--- config.mk ---
export PLATFORM = sky130hd
export DESIGN_NAME = rr_select_arbiter
export DESIGN_NICKNAME = d
export VERILOG_FILES = /design/src/rtl/rr_select_arbiter_pkg.sv /design/src/rtl/rr_select_arbiter_pick.sv /design/src/rtl/rr_select_arbiter.sv
export SDC_FILE = /design/constraint.sdc
export NUM_CORES = 1
export LEC_CHECK = 0
export CORE_MARGIN = 2
export CORE_UTILIZATION = 38
export DETAILED_ROUTE_END_ITERATION = 8
export GPL_ROUTABILITY_DRIVEN = 0
export PLACE_DENSITY = 0.68
export SLEW_MARGIN = 5
export SYNTH_ARGS = -nofsm -noshare
export SYNTH_HDL_FRONTEND = slang
export SYNTH_SLANG_ARGS = --single-unit
--- constraint.sdc ---
create_clock -name clk -period 2.38 [get_ports clk]
set_clock_uncertainty 0.05 [all_clocks]
set_input_delay 0.238 -clock clk [delete_from_list [all_inputs] [get_ports clk]]
set_output_delay 0.238 -clock clk [all_outputs]
set_load 0.01 [all_outputs]
--- src/rtl/rr_select_arbiter_pkg.sv ---
// Shared types and sizes for the round-robin select arbiter.
package rr_select_arbiter_pkg;

  localparam int unsigned N_CH  = 4;
  localparam int unsigned SEL_W = 2;

  typedef enum logic [1:0] {
    StIdle    = 2'b00,
    StGrant   = 2'b01,
    StRelease = 2'b10
  } state_e;

endpackage

--- src/rtl/rr_select_arbiter_pick.sv ---
// Combinational rotating-priority picker: first requester above last_sel, wrapping 3 -> 0.
module rr_pick
  import rr_select_arbiter_pkg::*;
(
  input  logic [N_CH-1:0]  req,
  input  logic [SEL_W-1:0] last_sel,
  output logic [SEL_W-1:0] pick,
  output logic             any
);

  logic [SEL_W-1:0] idx;

  // Walk from the farthest candidate down to the nearest so the nearest wins.
  always_comb begin
    pick = '0;
    idx  = '0;
    any  = |req;
    for (int k = N_CH; k >= 1; k--) begin
      idx = last_sel + SEL_W'(k);
      if (req[idx]) begin
        pick = idx;
      end
    end
  end

endmodule

--- src/rtl/rr_select_arbiter.sv ---
// Round-robin 4-channel arbiter driving a registered decoder select, with hold timeout.
module rr_select_arbiter
  import rr_select_arbiter_pkg::*;
#(
  parameter int unsigned TIMEOUT = 16
) (
  input  logic             clk,
  input  logic             rst,
  input  logic [N_CH-1:0]  req,
  input  logic             done,
  output logic [SEL_W-1:0] select,
  output logic             grant_valid,
  output logic             timeout_pulse
);

  localparam int unsigned CntW = $clog2(TIMEOUT) + 1;

  state_e           state_q, state_d;
  logic [SEL_W-1:0] sel_q, sel_d;
  logic [SEL_W-1:0] last_q, last_d;
  logic [CntW-1:0]  cnt_q, cnt_d;
  logic             valid_q, valid_d;
  logic             tpulse_q, tpulse_d;

  logic [SEL_W-1:0] pick;
  logic             any;
  logic             normal_rel;
  logic             expired;

  rr_pick u_pick (
    .req      (req),
    .last_sel (last_q),
    .pick     (pick),
    .any      (any)
  );

  assign normal_rel = done | ~req[sel_q];
  assign expired    = (cnt_q == CntW'(TIMEOUT - 1));

  always_comb begin
    state_d  = state_q;
    sel_d    = sel_q;
    last_d   = last_q;
    cnt_d    = cnt_q;
    valid_d  = valid_q;
    tpulse_d = 1'b0;
    unique case (state_q)
      StIdle: begin
        if (any) begin
          state_d = StGrant;
          sel_d   = pick;
          valid_d = 1'b1;
          cnt_d   = '0;
        end
      end
      StGrant: begin
        if (normal_rel || expired) begin
          state_d  = StRelease;
          valid_d  = 1'b0;
          last_d   = sel_q;
          // A simultaneous normal release takes precedence over the timeout.
          tpulse_d = expired & ~normal_rel;
        end else begin
          cnt_d = cnt_q + 1'b1;
        end
      end
      StRelease: begin
        state_d = StIdle;
      end
      default: begin
        state_d = StIdle;
        valid_d = 1'b0;
      end
    endcase
  end

  always_ff @(posedge clk) begin
    if (rst) begin
      state_q  <= StIdle;
      sel_q    <= '0;
      last_q   <= SEL_W'(N_CH - 1);
      cnt_q    <= '0;
      valid_q  <= 1'b0;
      tpulse_q <= 1'b0;
    end else begin
      state_q  <= state_d;
      sel_q    <= sel_d;
      last_q   <= last_d;
      cnt_q    <= cnt_d;
      valid_q  <= valid_d;
      tpulse_q <= tpulse_d;
    end
  end

  assign select        = sel_q;
  assign grant_valid   = valid_q;
  assign timeout_pulse = tpulse_q;

endmodule
==> run summary <==
status: finished, final reports clean
core area: 1710 um2
total power: 0.000509 W
vias per cell: 5.18
Top-Level Pins: 11
Critical Path Source: cnt_q[0]
P_int: 0.000360 W
Net Count, Synth: 84
Overflow after GRT: 0
crit start category: flip-flop
syn_area_per_cell: 9.19 um2
met1 Track Usage GR: 0.208
Worst Path Required: 2.55 ns
crit path kind: flip-flop to flip-flop
chip width: 46.6 um
cts repair resizes: 0
top cell type by total area after synthesis: dfxtp_1
Crit path largest cell delay: 0.51 ns
Final #Nets: 97
Switching Share: 0.293
Final Util: 0.487
CP endpoint: cnt_q[3]
minimum clock period: 2.11 ns
Yosys reg bits: 13
routing usage on met2: 0.208
placed wire-length estimate: 1020 um
met3 usage: 0.0588
initial core utilization: 0.404
Psw: 0.000149 W
IO Port Bufs: 10
P per Cell Area: 612 nW/um2
Post-synth ARST share: 0
FF-to-FF End: cnt_q[3]
Synth-to-Final Area Change: 20.7%
Post-synth top flop: dfxtp_1
global routing's busiest layer: met2
Routed Antenna Nets: 0
Worst path most repeated cell: ha_1
Slew @ Worst Pin: 0.563 ns
CTS Buf Count: 3
worst-path maximum fanout: 12
count leader, synth: dfxtp_1
Layout fillers: 177
IR drop worst, VDD: 327 uV
synthesized area: 689 um2
Mapped Cells: 75
Slew Viols, Final: 0
num rows: 15
vias in the first global route: 496
clock root cell: clkbuf_4
Yosys top cell area share: 0.377
top cells by count, synth: dfxtp_1, a21oi_1, nand2b_1, nor2_1, o21ai_0
clock tree from TritonCTS: yes
Post-Place Cells: 108
first drt pass iteration count: 4
Final Cycle Share: 0.886
Synth area leaders: dfxtp_1, nand2b_1, a21oi_1, ha_1, mux2_2
Die Area: 2170 um2
Post-synth EDFFs: 0
initial DRC count: 11
CP cell instances: ha_1 -> and3_1 -> ha_1 -> nor3_1 -> a22oi_2 -> or4_1 -> a21boi_1
synth warn: 0
Clock power frac: 0.264
GRT Util Overall: 0.150
first-pass GRT wire length: 2260 um
drc violations: 0
clk buf depth: 2
Reg power frac: 0.497
pin count of the biggest net entering global routing: 14
clock tree sinks: 13
post-synth cell types: 34
reg-to-reg startpoint: cnt_q[0]
Die H: 46.6 um
Reg2Reg Setup Slack: 0.27 ns
arrival time at the worst endpoint: 2.27 ns
worst hold path type: flip-flop to flip-flop
Max Cap Viol: 0
initial antenna violation count: 0
CP max-delay cell: or4_1
CTS clk-pin slew, worst paths: 0.08 ns
final wirelength: 1420 um
RSZ-0062 raised after global routing: false
Leakage: 0.297 nW
Crit. End Element: flip-flop
Via Count: 580
Fin Setup TNS: 0 ns
worst r2r path cells: 7
layout cells sized above 1: 0.149
clock latency on the worst-skew pair: 0.28 ns
Fmax achieved: 474 MHz
H-tree depth: 1
headroom to the max-slew limit: 0.625
Post-CTS Setup Bufs: 0
final hold vios: 0
DR WL/cell: 12.6 um
ANT cells: 0
combinational fraction of design power: 0.239
CTS Hold Bufs: 0
setup violators final: 0
Final Non-Filler Cells: 112
sequential-to-total area share from yosys stat: 0.377
==> layer usage <==
metal,up-vias,wire length (um),share of wire
met5,-,0,0
met4,0,17,0.012
met1,264,736,0.52
li1,304,-,-
met3,2,49,0.035
met2,10,612,0.43
==> cells by family after synthesis <==
| logic type | Yosys count | share of synthesized area |
|---|---|---|
| AND/OR/NAND/NOR | 27 | 0.240 |
| flip-flops | 13 | 0.377 |
| adder cells (fa/ha/maj) | 2 | 0.0363 |
| multiplexers | 4 | 0.0617 |
| buffers and inverters | 5 | 0.0381 |
| AO/OA/AOI/OAI | 24 | 0.247 |
==> registers in the layout, indices dropped and copies added (netlist names) <==
| register | flops |
|---|---|
| select | 2 |
| grant_valid | 1 |
| state_q | 2 |
| last_q | 2 |
| timeout_pulse | 1 |
| cnt_q | 5 |
==> power by group through the flow <==
stage               registers, W  clock network, W  logic [W]
floorplan               0.000256                 0  0.0000813
global placement        0.000257                 0   0.000121
detailed placement      0.000258                 0   0.000121
CTS                     0.000253          0.000141   0.000122
global route            0.000256          0.000149   0.000134
finish                  0.000253          0.000134   0.000122
==> per-stage QoR <==
stage | worst slack (ns) | hold slack [ns] | cell area, um2
2_1_floorplan | 0.495 | 0.265 | 689
3_3_place_gp | 0.262 | 0.420 | 806
3_5_place_dp | 0.297 | 0.426 | 806
4_1_cts | 0.275 | 0.439 | 832
5_1_grt | 0.152 | 0.471 | 832
6_report | 0.272 | 0.443 | 832
==> worst min-delay path by stage <==
stage / startpoint / cells past startpoint / endpoint
after detailed placement: cnt_q[3] / 2 / cnt_q[3]
after global placement: cnt_q[3] / 2 / cnt_q[3]
after global routing: cnt_q[4] / 2 / cnt_q[4]
final: cnt_q[3] / 2 / cnt_q[3]
after floorplan: rst / 1 / timeout_pulse
after CTS: cnt_q[3] / 2 / cnt_q[3]
==> critical path: cells and delay by family (launching register included) <==
| kind | cells | cell delay (ns) |
|---|---|---|
| adder cells (fa/ha/maj) | 2 | 0.42 |
| flip-flops | 1 | 0.34 |
| AO/OA/AOI/OAI | 2 | 0.35 |
| AND/OR/NAND/NOR | 3 | 0.89 |
==> layout by cell type (no fill, tap or decap) <==
cell type        instances
or2_2                    1
mux2_2                   2
a21oi_1                  5
clkbuf_1                 1
clkbuf_4                 3
nor2_1                   4
o21a_1                   1
dfxtp_1                 13
or4_1                    2
and2b_2                  1
o221a_2                  1
nor3b_2                  1
o211ai_1                 3
ha_1                     2
nor3_1                   2
a311oi_1                 1
a21boi_1                 2
o22ai_1                  1
a211o_1                  1
a22oi_2                  1
or3_2                    1
mux2i_1                  2
clkdlybuf4s50_1         10
inv_1                    3
or3_1                    2
o221ai_1                 1
nand2_4                  1
nand2b_1                 5
nand2_1                  3
nor4_1                   1
and3_1                   2
nand3_1                  1
o31ai_1                  2
o21ai_0                  4
a21oi_2                  1
==> area by class of cell <==
type | count | area, um2 | share of cell area
repair buffers | 10 | 100 | 0.120
clock buffers | 4 | 26.3 | 0.0316
flip-flops and latches | 13 | 260 | 0.313
inverters | 3 | 11.3 | 0.0135
well taps | 25 | 31.3 | 0.0376
multi-input cells | 57 | 403 | 0.484
(Power assumes the default switching activity.)
